$ cat config.mk
export PLATFORM = sky130hd
export DESIGN_NAME = hex_display_scanner
export DESIGN_NICKNAME = d
export VERILOG_FILES = /design/src/rtl/hex_display_scanner.sv
export SDC_FILE = /design/constraint.sdc
export NUM_CORES = 1
export LEC_CHECK = 0
export ABC_AREA = 1
export BUFFER_PORTS_ARGS = -buffer_cell sky130_fd_sc_hd__buf_2
export CAP_MARGIN = 20
export CORE_ASPECT_RATIO = 0.7
export CORE_MARGIN = 2
export CORE_UTILIZATION = 59
export DETAILED_ROUTE_END_ITERATION = 10
export HOLD_SLACK_MARGIN = 0.15
export PLACE_DENSITY = 0.83
export SETUP_SLACK_MARGIN = 0.02
export SYNTH_ARGS = -nofsm -noshare
export SYNTH_HDL_FRONTEND = slang
export SYNTH_SLANG_ARGS = --single-unit
$ cat constraint.sdc
create_clock -name clk -period 2.6 [get_ports clk]
set_input_delay 0.39 -clock clk [delete_from_list [all_inputs] [get_ports clk]]
set_output_delay 0.39 -clock clk [all_outputs]
set_load 0.02 [all_outputs]
$ cat src/rtl/hex_display_scanner.sv
// hex_display_scanner: time-multiplexed hex driver for a common-anode 7-seg bank.
// Define LEADING_ZERO_BLANK_EN to blank leading zero digits (digit 0 always lit).
module hex_display_scanner #(
  parameter  int NUM_DIGITS  = 4,
  parameter  int REFRESH_DIV = 50000,
  localparam int IDX_W = (NUM_DIGITS > 1) ? $clog2(NUM_DIGITS) : 1,
  localparam int VAL_W = 4 * NUM_DIGITS
) (
  input  logic                  clk,
  input  logic                  reset_n,
  input  logic [VAL_W-1:0]      value,
  input  logic                  load,
  input  logic                  display_en,
  output logic [3:0]            nibble,
  output logic [NUM_DIGITS-1:0] anode_n,
  output logic [IDX_W-1:0]      digit_idx
);

  localparam int CNT_W = $clog2(REFRESH_DIV);

  logic [CNT_W-1:0]      cnt;
  logic                  tc;
  logic                  last;
  logic [VAL_W-1:0]      shadow;
  logic [3:0]            cur_nib;
  logic [NUM_DIGITS-1:0] cur_sel;
  logic                  blank;

  assign tc   = (cnt == CNT_W'(REFRESH_DIV - 1));
  assign last = (digit_idx == IDX_W'(NUM_DIGITS - 1));

  always_ff @(posedge clk) begin
    if (!reset_n)
      cnt <= '0;
    else if (tc)
      cnt <= '0;
    else
      cnt <= cnt + 1'b1;
  end

  always_ff @(posedge clk) begin
    if (!reset_n)
      digit_idx <= '0;
    else if (tc)
      digit_idx <= last ? '0 : digit_idx + 1'b1;
  end

  always_ff @(posedge clk) begin
    if (!reset_n)
      shadow <= '0;
    else if (load)
      shadow <= value;
  end

  always_comb begin
    cur_nib = 4'h0;
    cur_sel = '0;
    for (int k = 0; k < NUM_DIGITS; k++) begin
      if (digit_idx == IDX_W'(k)) begin
        cur_nib    = shadow[4*k +: 4];
        cur_sel[k] = 1'b1;
      end
    end
  end

`ifdef LEADING_ZERO_BLANK_EN
  // lead_zero[k]: nibbles k..top are all zero; bit 0 stays clear
  logic [NUM_DIGITS-1:0] lead_zero;

  always_comb begin
    lead_zero = '0;
    for (int k = 1; k < NUM_DIGITS; k++)
      lead_zero[k] = ((shadow >> (4*k)) == '0);
  end

  assign blank = |(cur_sel & lead_zero);
`else
  assign blank = 1'b0;
`endif

  always_ff @(posedge clk) begin
    if (!reset_n) begin
      nibble  <= 4'h0;
      anode_n <= '1;
    end else begin
      nibble  <= cur_nib;
      anode_n <= (display_en && !blank) ? ~cur_sel : '1;
    end
  end

endmodule

==> impl_metrics.tcl <==
set metrics [dict create \
    cts_tree "built" \
    final_core_util 0.687 \
    crit_required_ns 2.77 \
    final_layout_size_suffix_gt1_frac 0.204 \
    core_sq_um 3080 \
    r2r_end "cnt[11]" \
    cts_max_path_buffers 2 \
    setup_viol 0 \
    synth-seq-cells 42 \
    syn-cell-area_sq_um 1870 \
    drt_iter0_drc 147 \
    synth.distinct_cells 25 \
    grtUsageMet3 0.0611 \
    ys_warn_count 0 \
    n_antenna_cell 0 \
    cellPowerDensity_nw_per_um2 558 \
    status "completed" \
    maxCapViolations 0 \
    fp.dieW_um 71.3 \
    holdCritStartpoint "value[4]" \
    rsz0062_at_grt "no" \
    startpoint_type "flip-flop" \
    synthCells 248 \
    grt_first_pass_wirelength_um 6370 \
    grt_busiest_layer "met1" \
    wire_per_inst_um 11.3 \
    endpoint_kind "flip-flop" \
    ctsResizeCount 0 \
    ios 30 \
    grtUsageTotal 0.230 \
    cts_buffers 5 \
    cts_sinks 42 \
    stdcell_count 318 \
    hold_depth 3 \
    routed_via_density 4.99 \
    grt-ovfl-total 0 \
    drc 0 \
    fin_worst_skew_ns 0.00399 \
    hold_path_end "shadow[4]" \
    die_height_um 51.1 \
    layout.nets 304 \
    antenna_found_initial 0 \
    hold_buffers 0 \
    initial_core_util 0.606 \
    ir_drop_mv 0.333 \
    timing.fmax_mhz 700 \
    clkTransAtPathRegs_ns 0.07 \
    die-area_sq_um 3640 \
    routabilityCongestion 0.842 \
    syn2layout_area_growth_pct 13.2 \
    num_rows 17 \
    arrival_ns 1.60 \
    avgSynthCellArea_sq_um 7.54 \
    crit_path_max_fanout 16 \
    tns_ns 0 \
    post-cts-setup-buffers 0 \
    first_pass_iters 4 \
    seq_area_frac_synth 0.449 \
    grt_pass1_vias 1395 \
    h-tree-depth 2 \
    portBuffers 29 \
    dp_cells 310 \
    slew_violations 0 \
    post-dp-hpwl_um 2620 \
    tightestPinTransition_ns 0.453 \
    stdcell_area_sq_um 2120 \
    routed_wirelength_um 3580 \
    holdCritPathClass "input port to flip-flop" \
    rr_worst_depth 6 \
    cts-root-buf "clkbuf_8" \
    finalHoldViolations 0 \
    syn_nets 273 \
    ant_nets 0 \
    slew_headroom 0.698 \
    r2r-start "cnt[0]" \
    period_needed_ns 1.43 \
    clock_latency_ns 0.29 \
    place_area_sq_um 2030 \
    critPathKind "flip-flop to flip-flop" \
    use_met1 0.348 \
    grt_max_degree 23 \
    crit_start "cnt[0]" \
    use_met2 0.302 \
    leakagePower_uw 0.000881 \
    fin_crit_sh 0.549 \
    num_vias 1587 \
    rrSetupSlack_ns 1.17 \
    p_total_uw 1180 \
]
==> metal layers <==
metal | up-vias | wire length (um)
li1 | 857 | -
met1 | 683 | 1950
met2 | 42 | 1320
met3 | 5 | 261
met4 | 0 | 46
met5 | - | 0
==> registers in the layout, summed over array words and instances (netlist names) <==
| name | count |
|---|---|
| anode_n | 4 |
| shadow | 16 |
| nibble | 4 |
| digit_idx | 2 |
| cnt | 16 |
==> where the power goes <==
group,switching (uW),internal [uW]
clock,208,214
combinational,47.4,31.5
sequential,13.6,668
==> cell usage after synthesis <==
master | instances | area share
ha_1 | 5 | 0.033
clkinv_1 | 1 | 0.0020
nor3_1 | 1 | 0.0027
xor2_1 | 5 | 0.023
nand2_2 | 2 | 0.0067
xnor2_1 | 2 | 0.0094
nand2_1 | 41 | 0.082
buf_2 | 1 | 0.0027
nand2_4 | 1 | 0.0060
nor2_2 | 12 | 0.040
nor2_4 | 2 | 0.012
o21ai_0 | 20 | 0.054
dfxtp_1 | 42 | 0.45
nand4_1 | 5 | 0.017
clkbuf_1 | 2 | 0.0040
buf_12 | 1 | 0.011
nor2_1 | 48 | 0.096
a21oi_1 | 14 | 0.037
nand3_2 | 2 | 0.011
nand3_1 | 12 | 0.032
buf_1 | 1 | 0.0020
inv_1 | 23 | 0.046
o211ai_1 | 3 | 0.012
a21oi_2 | 1 | 0.0047
or2_2 | 1 | 0.0033
==> cell type report <==
class	instances	area [sq um]
clock inverter	1	5.00
clock buffer	7	86.3
timing repair buffer	29	145
fill	286	966
sequential	42	841
inverter	24	90.1
multi-input combinational	177	903
tap	38	47.5
==> worst max-delay path by stage <==
stage / to / slack, ns / cells past startpoint
6_report: cnt[11] / 1.17 / 6
4_1_cts: cnt[11] / 1.18 / 6
5_1_grt: cnt[11] / 1.08 / 6
2_1_floorplan: nibble[2] / 1.28 / 8
3_3_place_gp: cnt[2] / 1.24 / 6
3_5_place_dp: cnt[11] / 1.19 / 6
==> cell families (layout without fill, tap and decap cells) <==
logic type / Yosys count / count (layout) / share of synthesized area
flip-flops: 42 / 42 / 0.450
AO/OA/AOI/OAI: 38 / 38 / 0.108
buffers and inverters: 29 / 61 / 0.0676
AND/OR/NAND/NOR: 127 / 127 / 0.309
XOR/XNOR: 7 / 7 / 0.0328
adder cells (fa/ha/maj): 5 / 5 / 0.0334
==> layout by cell type (no fill, tap or decap), drive strengths merged <==
cell type and count:
a21oi 15, buf 29, clkbuf 7, clkinv 2
dfxtp 42, ha 5, inv 23, nand2 44
nand3 14, nand4 5, nor2 62, nor3 1
o211ai 3, o21ai 20, or2 1, xnor2 2
xor2 5
==> worst max-delay path, cell delays in order (launching register included) <==
cell and delay, ns:
dfxtp_1 0.38, ha_1 0.24, nand3_2 0.14, nor2_4 0.16, nand2_2 0.09, nand2_4 0.21, a21oi_1 0.08
==> stage by stage <==
step	hold WS (ns)	setup slack [ns]
after global routing	0.327	1.08
after floorplan	0.438	1.28
after global placement	0.452	1.24
after detailed placement	0.456	1.19
after CTS	0.311	1.18
final	0.315	1.17
Note: power is estimated with default switching activity, not from simulation.
